### config.mk
export PLATFORM = sky130hd
export DESIGN_NAME = rf_wb_scheduler
export DESIGN_NICKNAME = d
export VERILOG_FILES = /design/src/rtl/rf_pkg.sv /design/src/rtl/rr_arbiter.sv /design/src/rtl/rf_wb_scheduler.sv
export SDC_FILE = /design/constraint.sdc
export NUM_CORES = 1
export LEC_CHECK = 0
export BUFFER_PORTS_ARGS = -buffer_cell sky130_fd_sc_hd__buf_2
export CAP_MARGIN = 20
export CORE_ASPECT_RATIO = 1.2
export CORE_MARGIN = 10
export CORE_UTILIZATION = 50
export CTS_CLUSTER_DIAMETER = 120
export DETAILED_ROUTE_END_ITERATION = 10
export HOLD_SLACK_MARGIN = 0.02
export PLACE_DENSITY = 0.86
export SYNTH_ARGS = -nofsm -noshare
export SYNTH_HDL_FRONTEND = slang
export SYNTH_SLANG_ARGS = --single-unit
### constraint.sdc
create_clock -name clk -period 5.6 [get_ports clk]
set_input_delay 0 -clock clk [delete_from_list [all_inputs] [get_ports clk]]
set_output_delay 0 -clock clk [all_outputs]
set_load 0.03 [all_outputs]
### src/rtl/rf_pkg.sv
// Shared types and constants for the register-file write-back path.
package rf_pkg;

  localparam int REG_AW   = 5;
  localparam int REG_DW   = 32;
  localparam int REG_ZERO = 0;
  localparam int NUM_REGS = 32;

  typedef logic [REG_AW-1:0] reg_addr_t;
  typedef logic [REG_DW-1:0] reg_data_t;

endpackage

### src/rtl/rr_arbiter.sv
// Round-robin arbiter: grants the first requester at or above the pointer,
// wrapping modulo N, and moves the pointer past the winner when advance is set.
module rr_arbiter #(
  parameter int N = 2
) (
  input  logic         clk,
  input  logic         reset,
  input  logic [N-1:0] req,
  input  logic         advance,
  output logic [N-1:0] gnt
);

  localparam int PW = (N > 1) ? $clog2(N) : 1;

  logic [PW-1:0] ptr;
  logic [PW-1:0] ptr_next;
  logic          found;

  // NOTE: every variable written here gets a default first, so no path leaves
  // it unassigned and no latch is inferred.
  always_comb begin
    gnt      = '0;
    ptr_next = ptr;
    found    = 1'b0;
    for (int k = 0; k < N; k++) begin
      if (!found && req[(int'(ptr) + k) % N]) begin
        gnt[(int'(ptr) + k) % N] = 1'b1;
        ptr_next                 = PW'((int'(ptr) + k + 1) % N);
        found                    = 1'b1;
      end
    end
  end

  // NOTE: sequential state uses non-blocking assignments so every flop samples
  // pre-edge values regardless of process ordering.
  always_ff @(posedge clk) begin
    if (reset) begin
      ptr <= '0;
    end else if (advance && found) begin
      ptr <= ptr_next;
    end
  end

endmodule

### src/rtl/rf_wb_scheduler.sv
// Write-back scheduler: arbitrates requesters onto the single register-file
// write port and keeps a busy scoreboard for RAW/WAW stall detection.
module rf_wb_scheduler
  import rf_pkg::*;
#(
  parameter int NUM_REQ = 2,
  parameter int AW      = REG_AW,
  parameter int DW      = REG_DW
) (
  input  logic                  clk,
  input  logic                  reset,
  input  logic [NUM_REQ-1:0]    req_valid,
  output logic [NUM_REQ-1:0]    req_ready,
  input  logic [NUM_REQ*AW-1:0] req_addr,
  input  logic [NUM_REQ*DW-1:0] req_data,
  input  logic                  rsv_valid,
  input  logic [AW-1:0]         rsv_addr,
  output logic                  rsv_ready,
  input  logic [AW-1:0]         chk_addr_a,
  input  logic [AW-1:0]         chk_addr_b,
  output logic                  chk_stall,
  output logic                  rf_we,
  output logic [AW-1:0]         rf_waddr,
  output logic [DW-1:0]         rf_wdata,
  output logic [NUM_REGS-1:0]   busy_vec
);

  logic [NUM_REQ-1:0] gnt;
  logic               accept;
  logic [AW-1:0]      sel_addr;
  logic [DW-1:0]      sel_data;
  logic               sel_nonzero;
  logic [NUM_REGS-1:0] busy_next;

  rr_arbiter #(.N(NUM_REQ)) u_arb (
    .clk     (clk),
    .reset   (reset),
    .req     (req_valid),
    .advance (1'b1),
    .gnt     (gnt)
  );

  assign req_ready = gnt;
  assign accept    = |gnt;

  always_comb begin
    sel_addr = '0;
    sel_data = '0;
    for (int i = 0; i < NUM_REQ; i++) begin
      if (gnt[i]) begin
        sel_addr = req_addr[i*AW +: AW];
        sel_data = req_data[i*DW +: DW];
      end
    end
  end

  assign sel_nonzero = (sel_addr != AW'(REG_ZERO));

  // x0 writes are accepted but swallowed; address/data hold so the port only
  // changes when a real write is presented.
  always_ff @(posedge clk) begin
    if (reset) begin
      rf_we    <= 1'b0;
      rf_waddr <= '0;
      rf_wdata <= '0;
    end else begin
      rf_we <= accept && sel_nonzero;
      if (accept && sel_nonzero) begin
        rf_waddr <= sel_addr;
        rf_wdata <= sel_data;
      end
    end
  end

  assign rsv_ready = rsv_valid && !busy_vec[rsv_addr];

  // Clear on the draining write and set on a reservation can hit different
  // registers in one cycle; a busy bit blocks a same-register reserve.
  always_comb begin
    busy_next = busy_vec;
    if (rf_we) begin
      busy_next[rf_waddr] = 1'b0;
    end
    if (rsv_ready) begin
      busy_next[rsv_addr] = 1'b1;
    end
    busy_next[REG_ZERO] = 1'b0;
  end

  // NOTE: the scoreboard is control state, not a data array, so every bit is
  // reset; stale busy bits would stall issue forever.
  always_ff @(posedge clk) begin
    if (reset) begin
      busy_vec <= '0;
    end else begin
      busy_vec <= busy_next;
    end
  end

  assign chk_stall = busy_vec[chk_addr_a] | busy_vec[chk_addr_b];

endmodule

### Word level (Yosys, flattened, before mapping)

Index checks and enable logic that the tools add are counted.

* flip-flop bits (word level): 71
* input bits: 94
* output and inout bits: 74
* logic and storage cells: 68

* $add $sub $neg: 2
* order comparisons: 10
* multiplexer cells: 31
* bitwise logic cells: 6
* reductions and logical operators: 13

Operators by type and width (number)
* two-way mux 32 bit: 4
* bitwise AND 32 bit: 1
* NOT 32 bit: 1
* OR 32 bit: 1
* < comparator 5 x 6 -> 1 bit (second input constant): 4
* two-way mux 1 bit: 16
* binary-select mux 1 bit (select 5 bit): 3
* demux 1 bit (select 5 bit): 2
* greater-or-equal comparator 5 x 1 -> 1 bit (second input constant): 2
* two-way mux 5 bit: 2
* logical AND 1 bit: 7
* nonzero test 5 bit: 1
* two-way mux 2 bit: 2
* < comparator 2 x 3 -> 1 bit (second input constant): 1
* adder 1 bit (second input constant): 2
* demux 1 bit (select 1 bit): 2
* greater-or-equal comparator 2 x 1 -> 1 bit (second input constant): 1
* logical NOT 1 bit: 2
* < comparator 1 x 2 -> 1 bit (second input constant): 1
* OR 2 bit: 1
* AND reduction 2 bit: 1
* nonzero test 2 bit: 1
* OR reduction 2 bit: 1
* bitwise AND 1 bit (first input constant): 1
* other kinds (2): 2

### Logic depth before layout (Yosys ltp)

* depth after elaboration: 12
* depth in mapped cells: 8
* depth with buffers taken out: 5

### By module

A second synthesis with hierarchy kept.

* cell total of the unflattened synthesis: 429
* area, all modules: 3872.5 um^2

By module, submodules not included
* rf_wb_scheduler: instances 1, cells an instance 422, area an instance 3807.4 um^2, sequential area each 1381.3 um^2
* rr_arbiter: instances 1, cells an instance 7, area an instance 65.1 um^2, sequential area each 20.0 um^2

### Worst setup path before layout

OpenSTA, ideal clock, no wires.

* kind: register to register
* from: register busy_vec[7]
* to: register busy_vec[12]
* setup time: 96 ps
* arrival time: 1899 ps
* data required time: 5504 ps
* slack: 3606 ps
* cell stages (with the launch flop): 6
* buffers on the path: 1
* period minus slack after synthesis: 1994 ps
* cells stage by stage: dfxtp_1 mux4_2 a311oi_2 nand4_4 buf_6 o41ai_2

* longest elaborated chain between the ends: 5

RTL lines
* from (decl): RTL line rf_wb_scheduler.sv:25 `output logic [NUM_REGS-1:0] busy_vec`
* from (signal assigned): RTL line rf_wb_scheduler.sv:96 `busy_vec <= busy_next;`
* binary-select mux 1 bit (select 5 bit): RTL line rf_wb_scheduler.sv:75 `assign rsv_ready = rsv_valid && !busy_vec[rsv_addr];`
* two-way mux 1 bit (not written as such): RTL line rf_wb_scheduler.sv:75
* logical NOT 1 bit: RTL line rf_wb_scheduler.sv:75
* logical AND 1 bit: RTL line rf_wb_scheduler.sv:75
* two-way mux 32 bit: RTL line rf_wb_scheduler.sv:84 `if (rsv_ready) begin`

No other way between the ends. The select of a mux whose other input is x is not followed.
A chain may end at the register's enable or synchronous reset.

### Worst setup path in the final report

* from: register u_arb.ptr
* to: register rf_wdata[10]

* longest elaborated chain between the ends: 12
* elaborated cells on any way between the ends: 30
* those cells by class: add/sub (1); order compare (4); mux (16); bitwise (2); reduce/logical (7)

RTL lines
* from (decl): RTL line rr_arbiter.sv:15 `logic [PW-1:0] ptr;`
* from (signal assigned): RTL line rr_arbiter.sv:40 `ptr <= ptr_next;`
* adder 1 bit: RTL line rr_arbiter.sv:26, rr_arbiter.sv:27
* bitwise AND 1 bit (no source line)
* < comparator 2 x 3 -> 1 bit (not written as such) / greater-or-equal comparator 2 x 1 -> 1 bit (equally long branches): RTL line rr_arbiter.sv:27 `gnt[(int'(ptr) + k) % N] = 1'b1;`
* logical AND 1 bit (not written as such): RTL line rr_arbiter.sv:27
* two-way mux 1 bit (not written as such): RTL line rr_arbiter.sv:27
* demux 1 bit (select 1 bit)
* OR 2 bit (no source line)
* two-way mux 2 bit (*): RTL line rr_arbiter.sv:26 `if (!found && req[(int'(ptr) + k) % N]) begin`
* two-way mux 5 bit (2 in a row): RTL line rf_wb_scheduler.sv:50 `if (gnt[i]) begin`
* nonzero test 5 bit: RTL line rf_wb_scheduler.sv:57 `assign sel_nonzero = (sel_addr != AW'(REG_ZERO));`
* logical AND 1 bit: RTL line rf_wb_scheduler.sv:68 `if (accept && sel_nonzero) begin`
* to (signal assigned): RTL line rf_wb_scheduler.sv:70 `rf_wdata <= sel_data;`
* to (decl): RTL line rf_wb_scheduler.sv:24 `output logic [DW-1:0] rf_wdata,`

Mark *: on every way between the ends. The rest lies on a longest branch, timed or not. The select of a mux whose other input is x is not followed.

==> metrics <==
outcome complete, no violations; total number of vias 4,322; Multi-input gate area roughly 2400 um2; vias per cell 6.37; min Tclk post-route 2720 ps; worst relative slew slack roughly 29%; final core occ approximately two thirds; Die W 101 um; gpl congestion about 0.90; distinct cell type count after synthesis 45; DR DRC count 0; sum of negative setup slack 0 ps; die height 118 um; busiest grt layer met2; Power Dens Cells 257 nW/um2; drt first pass iters 5; EDFF count, synth 0; Pins Over Slew Limit 0; post-route cell area 5140 um2; syn avg cell area 9.17 um2; Routed WL ~14,000 um; Yosys warning count 0; grt ovf 0; f_max 368 MHz; antenna violations before repair 0; final setup fails 0; Worst setup EP type flip-flop; TritonCTS clock tree done; Fill cells 605; antenna cell count 0; Slew @ Worst Pin 1060 ps; largest net degree at the start of global routing 73; Post-synth ARST share 0%; Synth-to-Final Area Change 29.2%; maxcap violations 0; number of global-route vias before repair 4,441; met1 GRT Util around a quarter; CTS root buffer clkbuf_8; TritonCTS Buffers 9; Routed Antenna Nets 0; DP Wirelength about 10,000 um; Peak VDD IR about 0.17 mV; kind of critical path flip-flop to flip-flop; initial cell density of the core 51.6%; Crit path arrival time 2960 ps; H-tree lvl count 3; num rows 35; CP Max Fanout 32; Skew-Pair Late Insertion Delay approximately 330 ps; Final WS setup 2880 ps; Mapped Nets 528; Iter 0 DRT Violations 210; worst hold path type input port to flip-flop; Post-DP Area 4770 um2; Layout Nets around 680; unrepaired setup endpoints after global routing false; Total Routing Usage GR 22.4%; hold path depth 3; clock sink count 70; Reg clk slew, reported paths 80 ps; Req. time, crit path 5840 ps; CP startpoint kind flip-flop; Post-Syn Instances 434; post-synthesis sequential area ratio 35.2%; port bufs 166; WL/cell 20.8 um; met2 Use GR 35.5%; Top FF cell, synth dfxtp_1; IO Pins 168; core area roughly 7700 um2; CTS max path bufs 2; Syn Std Cell Area 3980 um2; Fin. Hold Viols 0; first-pass GRT wire length 22,300 um; hold_ws ~40 ps; die area 11,900 um2; GR Util met3 around 11%; register area 1400 um2; fin crit share 48.5%; Lkg Pwr about 0.0022 uW; clk_skew 5.14 ps; flops & latches, synth 70; Setup WS pre-CTS between 2000 and 3000 ps; layout cell share with drive strength beyond 1 36.6%; FF-to-FF path depth 5
## final timing paths
| path | from | endpoint | slack [ps] |
|---|---|---|---|
| setup / recovery | u_arb.ptr | rf_wdata[10] | 2880 |
| hold / removal | req_data[54] | rf_wdata[22] | 40 |
| setup reg to reg | u_arb.ptr | rf_wdata[10] | 2880 |
| hold reg to reg | busy_vec[5] | busy_vec[5] | 560 |
## synth_stat cells (3+ instances only)
cell type	number	area share, %
o211ai_1	3	0.57
a22oi_1	33	6.2
nand2_1	30	2.8
buf_2	5	0.63
o21ai_0	29	3.6
nor3b_1	4	0.75
nor3_1	34	4.3
nand3_1	11	1.4
nand3b_1	20	3.8
nor2b_1	20	3.1
o31ai_1	14	2.6
a32oi_1	5	1.1
nor2_1	6	0.57
mux2i_1	12	3.0
a211oi_1	33	6.2
inv_1	4	0.38
o41ai_1	7	1.5
dfxtp_1	70	35
clkbuf_1	34	3.2
a21oi_1	9	1.1
mux4_2	17	9.6
or2_2	3	0.47
## report_power, final
group	internal (uW)	switching (uW)
logic	109	193
registers	527	25.3
clock network	275	193
total	912	411
## flip-flops by register name, summed over array words and instances (netlist names)
signal and cells:
busy_vec 31, rf_waddr 5, rf_wdata 32, rf_we 1
u_arb.ptr 1
## layout by cell type, fill, tap and decap left out, types with 7 or more instances in the layout
cell | netlist | routed
a21oi_1 | 9 | 9
nand3b_1 | 20 | 20
mux4_2 | 17 | 17
o41ai_1 | 7 | 7
dlygate4sd3_1 | 0 | 9
a22oi_1 | 33 | 33
buf_2 | 5 | 166
o21ai_0 | 29 | 29
nor2b_1 | 20 | 20
dfxtp_1 | 70 | 70
nand3_1 | 11 | 11
mux2i_1 | 12 | 12
nand2_1 | 30 | 30
clkbuf_8 | 0 | 11
nor3_1 | 34 | 34
o31ai_1 | 14 | 14
a211oi_1 | 33 | 33
## repair_timing
action / CTS / global route
endpoints found under the hold margin: 7 / 0
hold buffers: 9 / 0
buffers inserted: 0 / 0
resized for setup: 0 / 0
## kinds of logic (layout without fill, tap and decap cells)
kind of cell	count (synthesis)	count (layout)	share of synthesized area, %
buffers and inverters	47	200	5.06
other	1	1	0.0942
AOI/OAI and AO/OA	142	142	25.2
muxes	33	33	14.5
and+or+nand+nor	141	141	19.9
DFF	70	70	35.2
## area by class of cell
cell class                 count  area share [%]
clock buffer                  11            2.94
clock inverter                 5            1.58
inverter                       4           0.292
multi-input combinational    317            46.3
sequential                    70            27.2
tap                           92            2.24
timing repair buffer         180            19.4
## critical path, stage by stage (launching register included)
cell and delay [ps]:
dfxtp_1 340, nand2b_1 230, and2_1 380, a22oi_1 440, nand2_1 750, a211oi_1 470
## routing by layer
metal / routed length, um / up-vias
met5: 0 / -
met4: 502 / 0
met3: 1890 / 54
met2: 6540 / 292
met1: 5190 / 1992
li1: - / 1984
## stage by stage
step | std cells | total power (uW)
after global placement | 652 | 842
after CTS | 677 | 1320
final | 679 | 1320
after detailed placement | 652 | 850
after floorplan | 434 | 751
after global routing | 679 | 1380
Power figures use the tool's default switching activity.
